**config.mk**
```make
export PLATFORM = sky130hd
export DESIGN_NAME = rs232_rx
export DESIGN_NICKNAME = d
export VERILOG_FILES = /design/src/rtl/rs232_rx.sv
export SDC_FILE = /design/constraint.sdc
export NUM_CORES = 1
export LEC_CHECK = 0
export CAP_MARGIN = 30
export CORE_UTILIZATION = 25
export DETAILED_ROUTE_END_ITERATION = 8
export GPL_TIMING_DRIVEN = 0
export PLACE_DENSITY = 0.43
export SYNTH_ARGS = -nofsm -noshare
export SYNTH_HDL_FRONTEND = slang
export SYNTH_SLANG_ARGS = --single-unit
```
**constraint.sdc**
```tcl
create_clock -name clk_sys -period 3.4 [get_ports clk_sys]
set_input_delay 0.34 -clock clk_sys [delete_from_list [all_inputs] [get_ports clk_sys]]
set_output_delay 0.34 -clock clk_sys [all_outputs]
set_load 0.005 [all_outputs]
```
**src/rtl/rs232_rx.sv**
```systemverilog
// RS232 receiver: start, 8 data bits MSB first, even parity, one stop bit.
// Each bit is sampled once at its centre; results are delivered one cycle after the stop sample.
module rs232_rx #(
    parameter int CLKS_PER_BIT = 868
) (
    input  logic       clk_sys,
    input  logic       rst,
    input  logic       uart_rx,
    output logic [7:0] rx_data,
    output logic       rx_vld,
    output logic       rx_perr,
    output logic       rx_ferr,
    output logic       rx_busy
);

    localparam logic [15:0] CNT_BIT  = 16'(CLKS_PER_BIT - 1);
    localparam logic [15:0] CNT_HALF = 16'(CLKS_PER_BIT / 2 - 1);

    typedef enum logic [2:0] {IDLE, START, DATA, PARITY, STOP, WAIT_IDLE} state_t;

    state_t      state, state_nxt;
    logic [1:0]  sync;
    logic        rxs;
    logic [15:0] cnt, cnt_nxt;
    logic [2:0]  idx, idx_nxt;
    logic [7:0]  shift, shift_nxt;
    logic        pbit, pbit_nxt;
    logic        deliver;

    assign rxs     = sync[1];
    assign rx_busy = (state != IDLE);

    always_comb begin
        state_nxt = state;
        cnt_nxt   = cnt + 16'd1;
        idx_nxt   = idx;
        shift_nxt = shift;
        pbit_nxt  = pbit;
        deliver   = 1'b0;
        case (state)
            IDLE: begin
                cnt_nxt = '0;
                if (!rxs) state_nxt = START;
            end
            START: begin
                // Line back high at mid-start means the falling edge was a glitch
                if (cnt == CNT_HALF) begin
                    cnt_nxt   = '0;
                    idx_nxt   = '0;
                    state_nxt = rxs ? IDLE : DATA;
                end
            end
            DATA: begin
                if (cnt == CNT_BIT) begin
                    cnt_nxt   = '0;
                    shift_nxt = {shift[6:0], rxs};
                    idx_nxt   = idx + 3'd1;
                    if (idx == 3'd7) state_nxt = PARITY;
                end
            end
            PARITY: begin
                if (cnt == CNT_BIT) begin
                    cnt_nxt   = '0;
                    pbit_nxt  = rxs;
                    state_nxt = STOP;
                end
            end
            STOP: begin
                if (cnt == CNT_BIT) begin
                    cnt_nxt   = '0;
                    deliver   = 1'b1;
                    state_nxt = rxs ? IDLE : WAIT_IDLE;
                end
            end
            WAIT_IDLE: begin
                // A stuck-low line must go high again before another frame can start
                cnt_nxt = '0;
                if (rxs) state_nxt = IDLE;
            end
            default: begin
                cnt_nxt   = '0;
                state_nxt = IDLE;
            end
        endcase
    end

    always_ff @(posedge clk_sys or posedge rst) begin
        if (rst) begin
            sync    <= 2'b11;
            state   <= IDLE;
            cnt     <= '0;
            idx     <= '0;
            shift   <= '0;
            pbit    <= 1'b0;
            rx_data <= 8'h00;
            rx_vld  <= 1'b0;
            rx_perr <= 1'b0;
            rx_ferr <= 1'b0;
        end else begin
            sync   <= {sync[0], uart_rx};
            state  <= state_nxt;
            cnt    <= cnt_nxt;
            idx    <= idx_nxt;
            shift  <= shift_nxt;
            pbit   <= pbit_nxt;
            rx_vld <= deliver;
            if (deliver) begin
                rx_data <= shift;
                rx_perr <= (^shift) ^ pbit;
                rx_ferr <= ~rxs;
            end
        end
    end

endmodule

```
# Word-level counts from Yosys, hierarchy flattened

Index checks and enable logic that the tools add are counted.

Register bits: 44
Bits of input ports: 3
Output and inout bits: 12
Word-level logic and storage cells: 56

Add/sub/neg operators: 2
Equal/unequal tests: 15
Muxes and demuxes: 18
Bitwise gates (word level): 2
Reductions and logical operators: 9

Operators with widths:

| cell                  | count |
|---|---|
| $mux 16               | 2 |
| $pmux 16 s2           | 1 |
| $mux 3                | 10 |
| $pmux 3 s6            | 1 |
| $add 16x1->16 const B | 1 |
| $eq 16x10->1 const B  | 1 |
| $eq 16x9->1 const B   | 1 |
| $ne 2x2->1 const B    | 7 |
| $eq 3x3->1 const B    | 3 |
| $reduce_xor 8->1      | 1 |
| $reduce_and 7->1      | 1 |
| $eq 3x2->1 const B    | 2 |
| $pmux 3 s2            | 1 |
| $reduce_and 2->1      | 2 |
| $add 3x1->3 const B   | 1 |
| $eq 3x1->1 const B    | 1 |
| $logic_not 3->1       | 1 |
| $reduce_and 3->1      | 1 |
| $reduce_bool 3->1     | 1 |
| $reduce_or 3->1       | 1 |
| $mux 1                | 2 |
| $mux 2                | 1 |
| $reduce_bool 2->1     | 1 |
| $not 1->1             | 1 |
| $xor 1x1->1           | 1 |

# Depth between registers and ports, before layout

Gate-level depths: netlist of run 1.

Depth after elaboration: 4
Gate-level depth with buffers: 8
Gate-level depth less buffers: 7

# Worst setup path before layout of run 1

Ideal clock, no wire load.

Path type: register to register
Start point: register cnt[1]
End point: register state[1]
Library setup time: 125 ps
Data arrival time: 2,080 ps
Data required time: 3,275 ps
Setup slack: 1,195 ps
Stages on the path, launching flop included: 8
Path buffers: 0
Period minus slack after synthesis: 2,205 ps
Cell sequence: dfrtp_1 > inv_1 > ha_1 > or4bb_1 > nor4_4 > o22ai_1 > or3_4 > mux2_4

Word-level cells in the longest chain between the ends: 3
Elaborated cells on any way between the ends: 7
Those cells by class: 6 x eq/ne; 1 x reduce/logical

Ends and longest elaborated chain:

| item                                               | RTL line | RTL |
|---|---|---|
| start, declared                                    | 24       | `logic [15:0] cnt, cnt_nxt;` |
| start signal, assigned                             | 102      | `cnt <= cnt_nxt;` |
| $eq 16x10->1 / $eq 16x9->1 (equally long branches) | --       |  |
| $ne 2x2->1 (no source line)                        | --       |  |
| $reduce_and 7->1 (no source line) *                | --       |  |
| end signal, assigned                               | 101      | `state <= state_nxt;` |
| end, declared                                      | 21       | `state_t state, state_nxt;` |

Every way passes the cells marked *; elsewhere a longest branch is shown, timed or not.
A chain may end at the register's enable or synchronous reset.

# Final worst setup path of run 1

Start point: register cnt[12]
End point: register idx[1]

Word-level cells in the longest chain between the ends: 3
Elaborated cells on any way between the ends: 5
Those cells by class: 4 x eq/ne; 1 x reduce/logical

Ends and longest elaborated chain:

| item                                               | RTL line | RTL |
|---|---|---|
| $eq 16x10->1 / $eq 16x9->1 (equally long branches) | 54, 47   |  |
| $ne 2x2->1 (no source line)                        | --       |  |
| $reduce_and 3->1 (no source line) *                | --       |  |
| end signal, assigned                               | 103      | `idx <= idx_nxt;` |
| end, declared                                      | 25       | `logic [2:0] idx, idx_nxt;` |

Marks and branches as above.

==> impl_metrics.json, run 1 <==
{
  "first_iter_violations": 42,
  "dp_hpwl_um": 2690,
  "setup_ws_ns": 0.948,
  "cts_sinks": 44,
  "avgRoutedWirePerCell_um": 12.6,
  "endpoint_kind": "register",
  "ys_async_sr_fraction": 1.00,
  "gp_congestion": 0.736,
  "yosysTopAreaCell": "dfrtp_1",
  "grt_first_pass_wirelength_um": 6640,
  "finClkSkew_ns": 0.00889,
  "rows": 33,
  "num_antenna_cells": 0,
  "yosys_warnings": 0,
  "critPathRequiredTime_ns": 3.63,
  "synth_top_cells_by_area": "dfrtp_1, mux2_2, xnor2_1, nor2_1, xor2_1",
  "gr-usage-met3": 0.0243,
  "slew_viol_final": 0,
  "start_util": 0.258,
  "yosysSeqAreaShare": 0.523,
  "area_growth_pct": 18.3,
  "r2r_slack_ns": 0.95,
  "io_pins": 15,
  "cts_hold_repair.buffers": 0,
  "drtPass1Iterations": 4,
  "synth_cell_types": 32,
  "clk_latency_ns": 0.30,
  "final_antenna_net_count": 0,
  "drt-total-wl_um": 3890,
  "portBuffers": 14,
  "drc": 0,
  "tritoncts": "done",
  "met2_usage": 0.146,
  "routed_via_density": 4.38,
  "finish.net_count": 209,
  "rsz0062_at_grt": "no",
  "gr-usage-met1": 0.136,
  "clkTransAtPathRegs_ns": 0.10,
  "dpl_worst_slack_ns": 0.897,
  "placed_cells": 300,
  "cp_max_fo": 9,
  "grt.busiest_layer": "met2",
  "cts-root-buf": "clkbuf_8",
  "synth-main-ff-cell": "dfrtp_1",
  "max_cap_violations": 0,
  "tns_ns": 0,
  "status": "finished, final reports clean",
  "yosysTopAreaCellShare": 0.498,
  "hp-class": "input port to asynchronous set/reset pin",
  "coreArea_um2": 8180,
  "die_y_um": 93.9,
  "min_period_over_period": 0.721,
  "ys_ff_latch": 44,
  "postCtsSetupRepairBufs": 0,
  "setup_violations": 0,
  "slew_headroom": 0.667,
  "grt-ovfl-total": 0,
  "grt_max_degree": 25,
  "vias": 1349,
  "syn-num-nets": 187,
  "cp.arrival_ns": 2.68,
  "start_kind": "register",
  "p_total_uw": 898,
  "track_usage": 0.0985,
  "ctsResizeCount": 0,
  "die-area_um2": 8820,
  "finalHoldViolations": 0,
  "p_per_area_nw_per_um2": 360,
  "layout_commonest_cell": "dfrtp_1",
  "min_period_ns": 2.45,
  "final_cell_mix": "dfrtp_1, nor2_1, mux2_2, clkdlybuf4s50_1, xnor2_1",
  "synth_area_um2": 2110,
  "cts_buffer_depth": 2,
  "antenna_found_initial": 0,
  "htreeDepth": 2,
  "drive_above_1_share": 0.207,
  "grt_pass1_vias": 1356,
  "fmax_ghz": 0.408,
  "finalNonFillerCells": 308,
  "peakVddDrop_mv": 0.170,
  "critPathKind": "register to register",
  "netlist_instances": 180,
  "cts_made_buffers": 5,
  "synth-edff-count": 0,
  "p_leak_nw": 1.13,
  "tightest_slew_ns": 0.498,
  "die_width_um": 93.9,
  "syn_area_per_cell_um2": 11.7
}
==> where the power goes <==
| group | switching [mW] | internal [mW] |
|---|---|---|
| combinational | 0.0111 | 0.00471 |
| sequential | 0.00144 | 0.525 |
| clock | 0.205 | 0.152 |
| total | 0.217 | 0.681 |
==> synthesized netlist by cell type (2+ instances only) <==
cell / n
dfrtp_1: 42
nor2_1: 23
mux2_2: 18
xnor2_1: 13
nand2_1: 10
xor2_1: 9
nand3_1: 7
inv_1: 6
nand4_1: 5
o21ai_0: 5
and2_1: 4
ha_1: 4
a21oi_1: 3
and4_1: 3
mux2i_1: 3
or4_4: 3
and3_1: 2
clkbuf_1: 2
dfstp_2: 2
mux2_4: 2
nor4_4: 2
or3_1: 2
==> cells by family after synthesis <==
| family | share of synthesized area |
|---|---|
| AO/OA/AOI/OAI | 0.0338 |
| adder cells (fa/ha/maj) | 0.0237 |
| flip-flops | 0.523 |
| AND/OR/NAND/NOR | 0.188 |
| buffers and inverters | 0.0166 |
| XOR/XNOR | 0.0912 |
| multiplexers | 0.124 |
==> through the flow <==
stage,instance area (µm²),hold slack (ns),util
after floorplan,2110,0.344,-
after global placement,2380,0.347,0.292
after detailed placement,2400,0.352,0.294
after CTS,2500,0.354,0.306
after global routing,2500,0.351,0.306
final,2500,0.356,0.306
==> state kept, by name, summed over array words and instances (netlist names) <==
| signal | flops |
|---|---|
| rx_perr | 1 |
| cnt | 16 |
| idx | 3 |
| rx_vld | 1 |
| rx_data | 8 |
| state | 3 |
| shift | 8 |
| sync | 2 |
| rx_ferr | 1 |
| pbit | 1 |
==> metal layers <==
metal,vias up,wire length [µm]
li1,664,-
met1,661,1890
met2,18,1810
met3,6,115
met4,0,70
met5,-,0
==> worst max-delay path, stage by stage, from the launching register on <==
cell	delay, ns
dfrtp_1	0.42
or4_4	0.60
nor4_1	0.44
nand2_1	0.38
a21oi_2	0.33
mux2i_1	0.21
==> path summary, 6_finish.rpt <==
path                         endpoint     from  cells after the start
setup / recovery               idx[1]  cnt[12]                      5
hold / removal             rx_data[0]      rst                      2
setup reg to reg               idx[1]  cnt[12]                      5
hold reg to reg               sync[1]  sync[0]                      0
max in group asynchronous     sync[1]      rst                      3
min in group clk_sys          sync[1]  sync[0]                      0
==> cell type report <==
type / instances / area [µm²]
tap: 105 / 131
clock inverter: 3 / 26.3
inverter: 6 / 22.5
buffer: 3 / 12.5
timing repair buffer: 15 / 160
multi-input combinational: 127 / 973
fill: 860 / 5680
clock buffer: 5 / 68.8
sequential: 44 / 1100
(Power assumes the default switching activity.)
==> inputs of run 2 (changes only) <==
--- a/config.mk
+++ b/config.mk
@@ -9,7 +9,7 @@
 export CORE_UTILIZATION = 25
 export DETAILED_ROUTE_END_ITERATION = 8
 export GPL_TIMING_DRIVEN = 0
-export PLACE_DENSITY = 0.43
+export PLACE_DENSITY = 0.44
 export SYNTH_ARGS = -nofsm -noshare
 export SYNTH_HDL_FRONTEND = slang
 export SYNTH_SLANG_ARGS = --single-unit
==> constraint.sdc (replaced) <==
create_clock -name clk_sys -period 2.2 [get_ports clk_sys]
set_input_delay 0.22 -clock clk_sys [delete_from_list [all_inputs] [get_ports clk_sys]]
set_output_delay 0.22 -clock clk_sys [all_outputs]
set_load 0.005 [all_outputs]
==> impl_metrics.json, run 2 (same netlist as run 1, synthesis figures left out) <==
{
  "r2r-start": "cnt[3]",
  "clkTransAtPathRegs_ns": 0.08,
  "r2r_slack_ns": -0.06,
  "placed_cell_area_um2": 2400,
  "p_leak_nw": 1.20,
  "finClkSkew_ns": 0.00708,
  "setup_violations": 3,
  "routed_via_density": 4.34,
  "cts_sinks": 44,
  "peakVddDrop_mv": 0.278,
  "crit_path_start": "cnt[3]",
  "cts_made_buffers": 5,
  "dp_hpwl_um": 2740,
  "status": "complete, but fails checks",
  "avgRoutedWirePerCell_um": 12.4,
  "hp-class": "input port to asynchronous set/reset pin",
  "htreeDepth": 2,
  "start_util": 0.258,
  "antenna_found_initial": 0,
  "cp.arrival_ns": 2.44,
  "tritoncts": "done",
  "rows": 33,
  "min_period_over_period": 1.03,
  "tightest_slew_ns": 0.390,
  "setup_ws_ns": -0.0610,
  "placed_cells": 300,
  "final_cell_mix": "dfrtp_1, nor2_1, mux2_2, clkdlybuf4s50_1, xnor2_1",
  "area_growth_pct": 24.5,
  "endpoint_kind": "register",
  "die_width_um": 93.9,
  "die-area_um2": 8820,
  "cts_buffer_depth": 2,
  "gp_congestion": 0.688,
  "cts-root-buf": "clkbuf_8",
  "grt-ovfl-total": 0,
  "grt_pass1_vias": 1456,
  "fmax_ghz": 0.442,
  "track_usage": 0.103,
  "rr_worst_depth": 5,
  "finish.net_count": 218,
  "p_per_area_nw_per_um2": 509,
  "finalNonFillerCells": 317,
  "die_y_um": 93.9,
  "cp_max_fo": 4,
  "start_kind": "register",
  "max_cap_violations": 0,
  "grt_first_pass_wirelength_um": 6960,
  "num_antenna_cells": 0,
  "min_period_ns": 2.26,
  "coreArea_um2": 8180,
  "crit_end": "state[1]",
  "post-route-cell-area_um2": 2630,
  "drc": 0,
  "critPathRequiredTime_ns": 2.38,
  "tns_ns": -0.125,
  "timing.hold.ws_ns": 0.186,
  "layout_commonest_cell": "dfrtp_1",
  "first_iter_violations": 59,
  "vias": 1376,
  "portBuffers": 14,
  "drive_above_1_share": 0.278,
  "critPathKind": "register to register",
  "grt_max_degree": 33,
  "clk_latency_ns": 0.29,
  "drtPass1Iterations": 6,
  "r2r_end": "state[1]",
  "violations": "setup timing",
  "regMostFlops": "cnt",
  "cts_hold_repair.buffers": 0,
  "slew_viol_final": 0,
  "final.fill_count": 863,
  "finalHoldViolations": 0,
  "final_util": 0.322,
  "slew_headroom": 0.739,
  "rsz0062_at_grt": "yes",
  "reg.largest.list": "cnt x16, rx_data x8, shift x8",
  "final_antenna_net_count": 0,
  "drt-total-wl_um": 3920,
  "largest_register_ff_count": 16,
  "io_pins": 15
}
-- run 2: cell types whose count changed in the layout (fill, tap and decap cells not counted), sizes merged --
cell    previous run  this run
clkinv             1         3
clkbuf             7         6
buf                2        12
inv                8         6
-- run 2: how the worst min path moves through the flow --
stage | start | endpoint | slack (ns) | cells past startpoint
floorplan | uart_rx | sync[0] | 0.22 | 0
global placement | sync[0] | sync[1] | 0.35 | 0
detailed placement | sync[0] | sync[1] | 0.35 | 0
CTS | rst | rx_data[1] | 0.18 | 2
global route | rst | shift[2] | 0.24 | 2
finish | rst | shift[2] | 0.19 | 2
-- run 2: per-layer routing --
metal  part of all wire  wire, µm  vias up  track usage
li1                   -         -      686            -
met3              0.027       107        6       0.0251
met4              0.020        78        0       0.0423
met1               0.51      1990      661        0.141
met2               0.44      1740       23        0.156
met5                  0         0        -            0
-- run 2: where the power goes --
group	switching [mW]	total, mW	internal (mW)
Combinational	0.0172	0.0245	0.00734
Sequential	0.00213	0.813	0.811
Clock	0.278	0.500	0.221
Total	0.297	1.34	1.04
-- run 2: through the flow --
stage	power [mW]	setup WS (ns)
finish	1.34	-0.0610
floorplan	0.841	0.00448
detailed placement	0.856	-0.335
CTS	1.37	-0.0789
global route	1.41	-0.155
global placement	0.852	-0.319
-- run 2: cell type report --
cell class,count,area [µm²],share of cell area
Buffer,2,11.3,0.00428
Clock buffer,5,68.8,0.0262
Clock inverter,3,18.8,0.00714
Inverter,6,22.5,0.00857
Multi-Input combinational cell,127,1040,0.394
Sequential cell,44,1100,0.420
Tap cell,105,131,0.0500
Timing Repair Buffer,25,235,0.0895
-- run 2: critical path, stage by stage, from the launching register on --
cell and delay [ns]:
dfrtp_1 0.40, or4_4 0.61, nor4_4 0.30, o22ai_1 0.12
or3_4 0.42, mux2_4 0.30
-- run 2: timing repair --
action / 4_1_cts / 5_1_grt
pin swaps: 7 / 3
buffers inserted: 7 / 3
cloned: 0 / 0
setup endpoints to repair: 34 / 16
endpoints found under the hold margin: 0 / 0
gates resized for setup: 10 / 5
